<file path="src/rtl/bit_alu_pkg.sv">
// Shared types for the bit-serial ALU: opcodes, sequencer states and width default.
package bit_alu_pkg;

  localparam int unsigned DEFAULT_WIDTH = 8;

  typedef enum logic [2:0] {
    ADD  = 3'd0,
    SUB  = 3'd1,
    AND  = 3'd2,
    OR   = 3'd3,
    XOR  = 3'd4,
    MOVA = 3'd5,
    MOVB = 3'd6,
    CMP  = 3'd7
  } op_t;

  typedef enum logic [1:0] {
    IDLE = 2'd0,
    RUN  = 2'd1,
    DONE = 2'd2
  } state_t;

  // Subtract-class ops invert B and start with carry-in 1 (no borrow).
  function automatic logic is_sub(input op_t op);
    return (op == SUB) || (op == CMP);
  endfunction

  function automatic logic is_arith(input op_t op);
    return (op == ADD) || (op == SUB) || (op == CMP);
  endfunction

endpackage

</file>
<file path="src/rtl/bit_alu_if.sv">
// Request/serial-data/flag bundle between the bit-serial ALU and its users.
// o_overflow exists only when BIT_ALU_OVF_EN is defined.
interface bit_alu_if;
  import bit_alu_pkg::*;

  logic i_start;
  op_t  i_op;
  logic i_a_bit;
  logic i_b_bit;
  logic o_shift;
  logic o_write;
  logic o_result_bit;
  logic o_busy;
  logic o_done;
  logic o_carry;
  logic o_zero;
`ifdef BIT_ALU_OVF_EN
  logic o_overflow;
`endif

  modport master (
    output i_start, i_op, i_a_bit, i_b_bit,
    input  o_shift, o_write, o_result_bit, o_busy, o_done, o_carry, o_zero
`ifdef BIT_ALU_OVF_EN
    , input o_overflow
`endif
  );

  modport slave (
    input  i_start, i_op, i_a_bit, i_b_bit,
    output o_shift, o_write, o_result_bit, o_busy, o_done, o_carry, o_zero
`ifdef BIT_ALU_OVF_EN
    , output o_overflow
`endif
  );

endinterface

</file>
<file path="src/rtl/bit_alu_slice.sv">
// One-bit ALU slice: opcode decode plus full adder, purely combinational.
module bit_alu_slice
  import bit_alu_pkg::*;
(
  input  logic a,
  input  logic b,
  input  logic cin,
  input  op_t  op,
  output logic r,
  output logic cout
);

  logic bx;
  logic sum;
  logic carry;

  always_comb begin
    bx    = is_sub(op) ? ~b : b;
    sum   = a ^ bx ^ cin;
    carry = (a & bx) | (cin & (a ^ bx));
    r     = 1'b0;
    cout  = 1'b0;
    case (op)
      ADD, SUB, CMP: begin
        r    = sum;
        cout = carry;
      end
      AND:     r = a & b;
      OR:      r = a | b;
      XOR:     r = a ^ b;
      MOVA:    r = a;
      MOVB:    r = b;
      default: r = 1'b0;
    endcase
  end

endmodule

</file>
<file path="src/rtl/bit_alu.sv">
// Bit-serial ALU sequencer driving an LSB-first register file for WIDTH cycles per op.
// Define BIT_ALU_OVF_EN to add the signed-overflow flag output.
module bit_alu
  import bit_alu_pkg::*;
#(
  parameter int unsigned WIDTH = DEFAULT_WIDTH
) (
  input logic       i_clk,
  input logic       i_rst,
  bit_alu_if.slave  bus
);

  localparam int unsigned CW = (WIDTH > 1) ? $clog2(WIDTH) : 1;

  state_t        state;
  op_t           op_q;
  logic          carry_q;
  logic          zacc_q;
  logic [CW-1:0] cnt;
  logic          carry_flag;
  logic          zero_flag;
  logic          r;
  logic          cout;
  logic          run;
  logic          last;

  bit_alu_slice u_slice (
    .a    (bus.i_a_bit),
    .b    (bus.i_b_bit),
    .cin  (carry_q),
    .op   (op_q),
    .r    (r),
    .cout (cout)
  );

  assign run  = (state == RUN);
  assign last = run && (cnt == CW'(WIDTH - 1));

  always_ff @(posedge i_clk) begin
    if (i_rst) begin
      state      <= IDLE;
      op_q       <= ADD;
      carry_q    <= 1'b0;
      zacc_q     <= 1'b0;
      cnt        <= '0;
      carry_flag <= 1'b0;
      zero_flag  <= 1'b0;
    end else begin
      case (state)
        IDLE: begin
          if (bus.i_start) begin
            state   <= RUN;
            op_q    <= bus.i_op;
            carry_q <= is_sub(bus.i_op);
            zacc_q  <= 1'b1;
            cnt     <= '0;
          end
        end
        RUN: begin
          carry_q <= cout;
          zacc_q  <= zacc_q & ~r;
          cnt     <= cnt + CW'(1);
          if (last) begin
            state      <= DONE;
            carry_flag <= cout;
            zero_flag  <= zacc_q & ~r;
          end
        end
        DONE:    state <= IDLE;
        default: state <= IDLE;
      endcase
    end
  end

`ifdef BIT_ALU_OVF_EN
  logic ovf_flag;

  // MSB carry-in is carry_q during the last RUN cycle.
  always_ff @(posedge i_clk) begin
    if (i_rst)
      ovf_flag <= 1'b0;
    else if (last)
      ovf_flag <= is_arith(op_q) ? (carry_q ^ cout) : 1'b0;
  end

  assign bus.o_overflow = ovf_flag;
`endif

  // CMP recirculates A so the destination is preserved; flags still see the subtract bit.
  assign bus.o_result_bit = run ? ((op_q == CMP) ? bus.i_a_bit : r) : 1'b0;
  assign bus.o_shift      = run;
  assign bus.o_write      = run;
  assign bus.o_busy       = run;
  assign bus.o_done       = (state == DONE);
  assign bus.o_carry      = carry_flag;
  assign bus.o_zero       = zero_flag;

endmodule

</file>
<file path="src/flat_wrapper.sv">
// flat-port wrapper written by rule: the top's interface ports become plain ports
module bit_alu_flat import bit_alu_pkg::*;
#(
  parameter int unsigned WIDTH = DEFAULT_WIDTH
)
  (i_clk, i_rst, bus_i_start, bus_i_op, bus_i_a_bit, bus_i_b_bit, bus_o_shift, bus_o_write, bus_o_result_bit, bus_o_busy, bus_o_done, bus_o_carry, bus_o_zero);
  bit_alu_if bus_i ();
  input logic i_clk;
  input logic i_rst;
  input wire logic [$bits(bus_i.i_start)-1:0] bus_i_start;
  input wire logic [$bits(bus_i.i_op)-1:0] bus_i_op;
  input wire logic [$bits(bus_i.i_a_bit)-1:0] bus_i_a_bit;
  input wire logic [$bits(bus_i.i_b_bit)-1:0] bus_i_b_bit;
  output wire logic [$bits(bus_i.o_shift)-1:0] bus_o_shift;
  output wire logic [$bits(bus_i.o_write)-1:0] bus_o_write;
  output wire logic [$bits(bus_i.o_result_bit)-1:0] bus_o_result_bit;
  output wire logic [$bits(bus_i.o_busy)-1:0] bus_o_busy;
  output wire logic [$bits(bus_i.o_done)-1:0] bus_o_done;
  output wire logic [$bits(bus_i.o_carry)-1:0] bus_o_carry;
  output wire logic [$bits(bus_i.o_zero)-1:0] bus_o_zero;
  assign bus_i.i_start = bus_i_start;
  assign bus_i.i_op = bus_i_op;
  assign bus_i.i_a_bit = bus_i_a_bit;
  assign bus_i.i_b_bit = bus_i_b_bit;
  assign bus_o_shift = bus_i.o_shift;
  assign bus_o_write = bus_i.o_write;
  assign bus_o_result_bit = bus_i.o_result_bit;
  assign bus_o_busy = bus_i.o_busy;
  assign bus_o_done = bus_i.o_done;
  assign bus_o_carry = bus_i.o_carry;
  assign bus_o_zero = bus_i.o_zero;
  bit_alu #(.WIDTH(WIDTH)) u_core (.i_clk(i_clk), .i_rst(i_rst), .bus(bus_i));
endmodule
</file>
<file path="config.mk">
export PLATFORM = sky130hd
export DESIGN_NAME = bit_alu_flat
export DESIGN_NICKNAME = d
export VERILOG_FILES = /design/src/rtl/bit_alu_pkg.sv /design/src/rtl/bit_alu_if.sv /design/src/rtl/bit_alu_slice.sv /design/src/rtl/bit_alu.sv /design/src/flat_wrapper.sv
export SDC_FILE = /design/constraint.sdc
export NUM_CORES = 1
export LEC_CHECK = 0
export BUFFER_PORTS_ARGS = -buffer_cell sky130_fd_sc_hd__buf_2
export CORE_AREA = 2 2 39 41
export DETAILED_ROUTE_END_ITERATION = 10
export DIE_AREA = 0 0 41 43
export PLACE_DENSITY = 0.79
export SYNTH_ARGS = -nofsm -noshare
export SYNTH_HDL_FRONTEND = slang
export SYNTH_SLANG_ARGS = --single-unit
</file>
<file path="constraint.sdc">
create_clock -name i_clk -period 6.66 [get_ports i_clk]
set_input_delay 1.332 -clock i_clk [delete_from_list [all_inputs] [get_ports i_clk]]
set_output_delay 1.332 -clock i_clk [all_outputs]
set_load 0.01 [all_outputs]
</file>
==> results, run 1 <==
- The leakage power is around 0.34 nW.
- Clock skew on the completed layout was measured at 2.56 ps.
- For the worst setup path, the data required time is 5330 ps.
- The relative slew slack is 63.0%.
- The endpoint type of the worst setup path is an output port.
- Across the run, the number of max-cap violations was 0.
- The flow ran to the end, and the final reports show no timing, DRC or antenna violations.
- Along the worst hold path, the cell count comes to 2.
- The initial utilization of the core area, before any placement, comes to 49.5%.
- The average wire length per cell after detail routing is roughly 12 µm.
- Once the clock tree was built, the setup fixing pass inserted 0 buffers.
- The average cell area after synthesis is 8.79 µm².
- Before antenna repair, the detailed router went through 4 iterations.
- The number of global-route vias before repair came to roughly 540.
- The final count of hold timing violations is 0.
- Walking the worst path, the cells encountered are buf_2 > inv_1 > xnor2_1 > fa_1 > nand3b_1 > o21ai_0 > a211oi_1 > a21oi_1 > buf_2.
- The number of gates resized after CTS was 0.
- The number of cells on the worst reg-to-reg path is 9.
- The later pin in the worst-skew pair is clocked with a latency of 280 ps.
- 0 antenna diodes ended up in the layout.
- Derived from the worst setup path, the maximum achievable clock frequency is 239 MHz.
- On the critical path the largest part of the delay comes from adder cells.
- TritonCTS built the clock tree.
- The post-place setup slack is 2490 ps.
- The share of the Yosys chip area taken by registers is 35.0%.
- Detailed placement ended at an HPWL of 1010 µm.
- The slowest stage of the critical path belongs to the cell sky130_fd_sc_hd__fa_1.
- The number of violations reported at the end of detailed-routing iteration 0 is 13.
- The weighted congestion reported at the end of routability-driven placement is 0.678.
- The actual slew at the worst max-slew pin is 553 ps.
- The count of nets left with antenna violations once routing finished came out at 0.
- The power per standard cell area is 216 nW/µm².
- The CTS buffer count is 3.
- For this run, the slowest stage of the critical path takes 500 ps.
- By instance count, the cell type seen most on the critical path is sky130_fd_sc_hd__buf_2.
- The first global-routing pass estimated 2230 µm of wire.
- In the final layout, the share of cells above drive strength 1 is 22.0%.
- The number of design rule violations left after detail routing is 0.
- The total buffers and inverters traversed by the critical path is 3.
- The number of storage elements in the synthesis netlist is 12.
- After floorplanning, the core was divided into 14 placement rows.
- The number of buffer cells added on primary ports is 14.
- The worst supply voltage drop on vdd is 0.000116 V.
- For this design, the sink count on the clock tree is 12.
- The maximum buffer depth of the clock tree is 2.
- The cell count after synthesis came out at approximately 80.
- STA puts the critical path data arrival time at 2850 ps.
- The max-slew violation count is 0.
- The critical path crosses 9 cells after its start point.
- The synthesized netlist occupies a cell area of about 690 µm².
- Summed over all failing endpoints, the final setup total negative slack is 0 ps.
- The setup path with the least slack is of type primary input to output port.
- In the routed layout, each cell is associated on average with a via count of between 5 and 6.
- In this run the clock root is driven by a sky130_fd_sc_hd__clkbuf_4.
- The post-synth net total is just over 90.
- Counting distinct cell types in the post-synthesis netlist gives 27.
- During synthesis, Yosys emitted a total of 0 warnings.
- Of the available clock period, the critical path in the final layout requires 62.8%.
- The global route total overflow is 0.
- The number of antenna violations at the first check in global routing is 0.
- Setup violations remaining at the end of the flow were counted as 0.
- The floorplan die width is approximately 41 µm.
- The minimum clock period after layout is roughly 4200 ps.
- The boundary pin count is 15.
- The summed area of non-filler cells in the final layout is 778 µm².
- The critical path launch point type is a primary input.
- The final route contains 582 vias.
- The die covers approximately 1800 µm².
- In this run, post-CTS hold repair placed 0 buffers.
- The total routing resource utilization after global routing is 18.9%.
- Setup repair after global routing left no endpoint under its margin.
- The layout-stage area growth over the synthesis result is 13.5%.
- The final worst-path setup slack is approximately 2500 ps.
- The final net count is 105.
- Summed over all layers, the routed wires come to around 1300 µm.
- The min-delay analysis places its worst path in the category flip-flop to flip-flop.
- After clock tree synthesis, the clock-pin slew on the worst setup and hold paths is 70 ps.
- Summing all placed instances gives a cell area of 742 µm².
- Entering global routing, the biggest net connects 14 pins.
- The region available for standard cell placement spans between 1000 and 1500 µm².
- The worst hold slack across all endpoints is 483 ps.
- The number of levels the H-tree was split into is 1.
- The die is approximately 43 µm tall.
- Of all nets on the critical path, the largest fanout is 3.
power by group:
| group | total (mW) | internal [mW] | switching (mW) |
|---|---|---|---|
| sequential | 0.0792 | 0.0751 | 0.00407 |
| clock | 0.0596 | 0.0333 | 0.0262 |
| combinational | 0.0296 | 0.0136 | 0.0159 |
synth_stat cells (all sizes together):
cell | n | share of area (%)
clkbuf | 2 | 1.1
nand3 | 1 | 0.73
a2111oi | 1 | 2.2
a211oi | 1 | 1.1
nand2b | 1 | 0.91
mux2i | 6 | 8.8
nand3b | 3 | 3.3
a32oi | 1 | 1.3
o21ai | 4 | 2.9
buf | 3 | 3.8
nor3 | 1 | 0.73
nand2 | 5 | 2.7
nor2b | 1 | 0.91
o32ai | 2 | 2.6
a22oi | 2 | 2.2
inv | 6 | 3.3
fa | 1 | 2.9
a21oi | 5 | 3.6
ha | 4 | 7.3
dfxtp | 12 | 35
nor3b | 1 | 1.8
xnor2 | 2 | 2.6
a211o | 1 | 1.3
nor2 | 11 | 6.0
or2 | 1 | 0.91
path summary, 6_finish.rpt:
check | start | endpoint | slack, ps
hold / removal | u_core.zacc_q$_SDFFE_PP0P_ | u_core.bus.o_zero$_SDFFE_PP0P_ | 480
setup / recovery | bus_i_b_bit | bus_o_result_bit | 2480
setup reg to reg | u_core.op_q[2]$_SDFFE_PP0P_ | u_core.zacc_q$_SDFFE_PP0P_ | 4440
hold reg to reg | u_core.zacc_q$_SDFFE_PP0P_ | u_core.bus.o_zero$_SDFFE_PP0P_ | 480
metal layers:
layer | wire length, µm | share of wire, % | global-route usage, %
met5 | 0 | 0 | 0
met4 | 43 | 3.3 | 14.0
met3 | 53 | 4.1 | 1.57
met2 | 649 | 50 | 29.1
met1 | 557 | 43 | 23.1
placed cells by master (no fill, tap or decap):
cell type                   instances
sky130_fd_sc_hd__a32oi_1            1
sky130_fd_sc_hd__dfxtp_1           12
sky130_fd_sc_hd__o32ai_1            2
sky130_fd_sc_hd__a21oi_1            5
sky130_fd_sc_hd__nor3_1             1
sky130_fd_sc_hd__clkbuf_8           1
sky130_fd_sc_hd__inv_1              6
sky130_fd_sc_hd__clkbuf_4           3
sky130_fd_sc_hd__a211oi_1           1
sky130_fd_sc_hd__nor2b_1            1
sky130_fd_sc_hd__nor2_1            11
sky130_fd_sc_hd__o21ai_1            1
sky130_fd_sc_hd__ha_1               4
sky130_fd_sc_hd__or2_1              1
sky130_fd_sc_hd__a2111oi_2          1
sky130_fd_sc_hd__nand2_1            5
sky130_fd_sc_hd__nand3b_1           3
sky130_fd_sc_hd__xnor2_1            2
sky130_fd_sc_hd__nand2b_1           1
sky130_fd_sc_hd__nor3b_2            1
sky130_fd_sc_hd__o21ai_0            3
sky130_fd_sc_hd__a22oi_1            2
sky130_fd_sc_hd__a211o_1            1
sky130_fd_sc_hd__mux2i_1            6
sky130_fd_sc_hd__buf_2             14
sky130_fd_sc_hd__nand3_1            1
sky130_fd_sc_hd__fa_1               1
logic make-up (layout without fill, tap and decap cells):
| kind of cell | Yosys count | count (layout) | share of synthesized area [%] |
|---|---|---|---|
| AND/OR/NAND/NOR | 25 | 25 | 18.1 |
| AO/OA/AOI/OAI | 17 | 17 | 17.2 |
| flip-flops | 12 | 12 | 35.0 |
| multiplexers | 6 | 6 | 8.76 |
| XOR/XNOR | 2 | 2 | 2.56 |
| adder cells (fa/ha/maj) | 5 | 5 | 10.2 |
| buffers and inverters | 11 | 24 | 8.21 |
through the flow:
step	util [%]	instances	power [mW]
5_1_grt	56.2	107	0.177
3_5_place_dp	53.6	103	0.110
2_1_floorplan	-	78	0.103
4_1_cts	56.2	107	0.168
6_report	56.2	107	0.168
3_3_place_gp	53.6	103	0.109
registers in the layout, summed over array words and instances (netlist names):
name,count
u_core.zacc_q,1
u_core.bus.o_carry,1
u_core.carry_q,1
u_core.op_q,3
u_core.state,2
u_core.bus.o_zero,1
u_core.cnt,3
final cells by class:
cell class	count	area, µm²
multi-input combinational	55	389
fill	119	606
tap	16	20.0
sequential	12	240
timing repair buffer	14	70.1
inverter	6	22.5
clock buffer	4	36.3
worst reg2reg max path, stage by stage (launching register included):
cell and delay, ps:
sky130_fd_sc_hd__dfxtp_1 380, sky130_fd_sc_hd__or2_1 260, sky130_fd_sc_hd__nand2_1 60, sky130_fd_sc_hd__nand2_1 60
sky130_fd_sc_hd__xnor2_1 150, sky130_fd_sc_hd__fa_1 500, sky130_fd_sc_hd__nand3b_1 110, sky130_fd_sc_hd__o21ai_0 120
sky130_fd_sc_hd__a211o_1 350, sky130_fd_sc_hd__o32ai_1 130
(Power assumes the default switching activity.)
==> inputs of run 2 (changes only) <==
--- a/config.mk
+++ b/config.mk
@@ -6,10 +6,10 @@
 export NUM_CORES = 1
 export LEC_CHECK = 0
 export BUFFER_PORTS_ARGS = -buffer_cell sky130_fd_sc_hd__buf_2
-export CORE_AREA = 2 2 39 41
+export CORE_MARGIN = 2
+export CORE_UTILIZATION = 46
 export DETAILED_ROUTE_END_ITERATION = 10
-export DIE_AREA = 0 0 41 43
-export PLACE_DENSITY = 0.79
+export PLACE_DENSITY = 0.75
 export SYNTH_ARGS = -nofsm -noshare
 export SYNTH_HDL_FRONTEND = slang
 export SYNTH_SLANG_ARGS = --single-unit
==> constraint.sdc (replaced) <==
create_clock -name i_clk -period 3.5 [get_ports i_clk]
set_input_delay 0.7 -clock i_clk [delete_from_list [all_inputs] [get_ports i_clk]]
set_output_delay 0.7 -clock i_clk [all_outputs]
set_load 0.01 [all_outputs]
==> run 2 against run 1 <==
  * Combinational power rose by 87%
  * Non-clock buffer count did not move
  * Sequential power rose by 91%
  * Global-route usage fell by 3.2 points
==> results, run 2 (synthesis gave the netlist of run 1 again) <==
- The number of setup violations in the final report came to 0 (unchanged).
- The required time at the worst-slack endpoint was 2800 ps (was 5330 ps).
- Of the available clock period, the critical path in the final layout requires a little under 90%.
- The critical path's largest stage delay is 500 ps (about the same).
- The root cell of the clock tree is sky130_fd_sc_hd__clkbuf_4 (unchanged).
- The endpoint type of the worst setup path was an output port (unchanged).
- The die outline height is 42.6 µm (was 43 µm).
- The number of violations reported at the end of detailed-routing iteration 0 is 6 (was 13).
- The cell area reported after detailed placement is 741 µm² (was 742 µm²).
- The worst hold path class is flip-flop to flip-flop (unchanged).
- The buffers inserted during post-CTS setup optimization is 0 (unchanged).
- The max-cap check violation count is 0 (unchanged).
- The total wire length is 1310 µm (was 1300 µm).
- The average wire length per cell after detail routing is 12.4 µm (was 12.2 µm).
- The number of nets with antenna violations after detailed routing is 0 (unchanged).
- The worst-case hold path end point is u_core.bus.o_zero$_SDFFE_PP0P_ (unchanged).
- The total buffers and inverters traversed by the critical path came to 1 (was 3).
- Top library cells by usage in the layout, fill and taps aside: sky130_fd_sc_hd__buf_2, sky130_fd_sc_hd__dfxtp_1, sky130_fd_sc_hd__nor2_1, sky130_fd_sc_hd__inv_1, sky130_fd_sc_hd__mux2i_1 (unchanged).
- The number of global-route vias before repair is 529 (was 541).
- The weighted congestion reported at the end of routability-driven placement is 0.803 (was 0.678).
- Unrepaired setup endpoints after global routing: no (unchanged).
- The class of the most critical setup path is flip-flop to output port (was primary input to output port).
- The critical path launch point type is a flip-flop (was primary input).
- The actual slew at the worst max-slew pin is 526 ps (was 553 ps).
- The summed area of non-filler cells in the final layout was 777 µm² (was 778 µm²).
- The CTS buffer count is 3 (unchanged).
- The average via count per standard cell is 5.46 (was 5.44).
- The clock skew after layout came to 1.31 ps (was 2.56 ps).
- Result of the run: finished, final reports clean (unchanged).
- The number of standard-cell rows in the floorplan is 13 (was 14).
- The most utilized layer in the global route result is met2 (unchanged).
- The worst-path maximum fanout is 7 (was 3).
- The detailed-route via count is 579 (was 582).
- Cell-by-cell listing of the critical path: or2_1 > nand2_1 > nand2_1 > xnor2_1 > fa_1 > nand3b_1 > o21ai_0 > a211oi_1 > a21oi_1 > buf_2 (was buf_2 > inv_1 > xnor2_1 > fa_1 > nand3b_1 > o21ai_0 > a211oi_1 > a21oi_1 > buf_2).
- The starting density of the core is 50.8% (was 49.5%).
- The met1 track utilization from global routing is 18.9% (was 23.1%).
- The clock latency on the worst-skew pair came to 270 ps (was 280 ps).
- The register cell area after layout was 240 µm² (unchanged).
- The worst supply voltage drop on vdd came to 0.000224 V (was 0.000116 V).
- The setup slack of the most critical reg-to-reg path came to 1350 ps (was 4440 ps).
- The floorplan die width is 42.6 µm (was 41 µm).
- The total die area came to 1820 µm² (was 1760 µm²).
- The fill cell total of the finished layout is 133 (was 119).
- The first element of the critical path is u_core.op_q[2]$_SDFFE_PP0P_ (was bus_i_b_bit).
- The launch instance of the worst register-to-register path is u_core.op_q[2]$_SDFFE_PP0P_ (unchanged).
- The clock transition at the registers of the reported paths is 70 ps (about the same).
- The maximum buffer depth of the clock tree is 2 (unchanged).
- The library cell contributing the largest single delay on the critical path is sky130_fd_sc_hd__fa_1 (unchanged).
- The post-cts resize count is 0 (unchanged).
- The leading cell type in the layout, fill and taps excluded is sky130_fd_sc_hd__buf_2 (unchanged).
- The number of design rule violations left after detail routing is 0 (unchanged).
- The most used cell along the critical path was sky130_fd_sc_hd__nand2_1 (was sky130_fd_sc_hd__buf_2).
- The final count of hold timing violations came to 0 (unchanged).
- The relative slew slack is 64.9% (was 63.0%).
- The fraction of met3 tracks used by global routing came to 6.47% (was 1.57%).
- The clock tree from TritonCTS is yes (unchanged).
- The number of antenna violations at the first check in global routing was 0 (unchanged).
- The max-slew violation count was 0 (unchanged).
- The minimum clock period after layout is 3070 ps.
- The leakage power is 0.343 nW (unchanged).
- The number of cells on the worst reg-to-reg path is 9 (unchanged).
- The hold buffer count at cts is 0 (unchanged).
- The total routing resource utilization after global routing is 15.7% (was 18.9%).
- The met2 usage is 26.8% (was 29.1%).
- The count of inserted antenna diode cells is 0 (unchanged).
- The critical path arrival is 2370 ps (was 2850 ps).
- The final net count is 105 (unchanged).
- The power per standard cell area is 405 nW/µm² (was 216 nW/µm²).
- The half-perimeter wire length of the detailed placement result is 1040 µm (was 1010 µm).
- The global route total overflow is 0 (unchanged).
- The reg-to-reg critical path endpoint was u_core.zacc_q$_SDFFE_PP0P_ (unchanged).
- Derived from the worst setup path, the maximum achievable clock frequency is about 330 MHz.
- The wire length of the first global-routing pass is 2190 µm (was 2230 µm).
- The number of levels the H-tree was split into is 1 (unchanged).
- The number of buffer cells added on primary ports is 14 (unchanged).
- The gate family responsible for the most delay along the worst path is adder cells (unchanged).
- The area of the placeable core is 1350 µm² (was 1380 µm²).
- The largest net degree at the start of global routing is 14 (unchanged).
- The total area of multi-input combinational cells came to 389 µm² (unchanged).
- The boundary pin count is 15 (unchanged).
- The origin of the worst min-delay path was u_core.bus.o_zero$_SDFFE_PP0P_ (was u_core.zacc_q$_SDFFE_PP0P_).
- The number of instances on the worst hold path is 2 (unchanged).
- Registers with the most flip-flops: u_core.cnt: 3 flops, u_core.op_q: 3 flops, u_core.state: 2 flops (unchanged).
- The share of layout cells above drive strength 1 is 22.0% (unchanged).
- The summed negative setup slack over all endpoints is 0 ps (unchanged).
- The layout-stage area growth over the synthesis result is 13.3% (was 13.5%).
- The number of clock sinks is 12 (unchanged).
- The first-pass detailed-route iteration total is 4 (unchanged).
## run 2: metal layers
layer  part of all wire, %  routed length, µm  vias up
met2                    48                626       11
met5                     0                  0        -
met3                   4.4                 58        2
met1                    47                617      270
li1                      -                  -      296
met4                  0.61                  8        0
## run 2: worst register-to-register path, cell delays in order (launching register included)
cell                       delay (ps)
sky130_fd_sc_hd__dfxtp_1          380
sky130_fd_sc_hd__or2_1            260
sky130_fd_sc_hd__nand2_1           60
sky130_fd_sc_hd__nand2_1           60
sky130_fd_sc_hd__xnor2_1          150
sky130_fd_sc_hd__fa_1             500
sky130_fd_sc_hd__nand3b_1         100
sky130_fd_sc_hd__o21ai_0          100
sky130_fd_sc_hd__a211o_1          330
sky130_fd_sc_hd__o32ai_1          110
## run 2: cell type report
type	instances	share of cell area, %
flip-flops and latches	12	30.9
well taps	15	2.42
multi-input cells	55	50.1
clock buffers	4	4.67
inverters	6	2.90
repair buffers	14	9.02
## run 2: metrics by stage
step / cells / setup WS (ps) / power (mW) / hold WS (ps) / util [%]
finish: 106 / 430 / 0.315 / 476 / 57.6
detailed placement: 102 / 600 / 0.210 / 468 / 54.9
global route: 106 / 221 / 0.330 / 515 / 57.6
global placement: 102 / 628 / 0.207 / 458 / 54.9
floorplan: 78 / 853 / 0.196 / 442 / -
CTS: 106 / 407 / 0.319 / 482 / 57.6
## run 2: worst max path at each step
stage                             endpoint  slack (ps)  cells past startpoint
after floorplan           bus_o_result_bit         850                      7
after global placement    bus_o_result_bit         630                      9
after detailed placement  bus_o_result_bit         600                      9
after CTS                 bus_o_result_bit         410                     10
after global routing      bus_o_result_bit         220                     10
final                     bus_o_result_bit         430                     10
## run 2: where the power goes
| part | total (mW) | switching [mW] | internal (mW) |
|---|---|---|---|
| Sequential | 0.151 | 0.00775 | 0.143 |
| Clock | 0.108 | 0.0453 | 0.0632 |
| Combinational | 0.0555 | 0.0295 | 0.0260 |
| Total | 0.315 | 0.0826 | 0.232 |
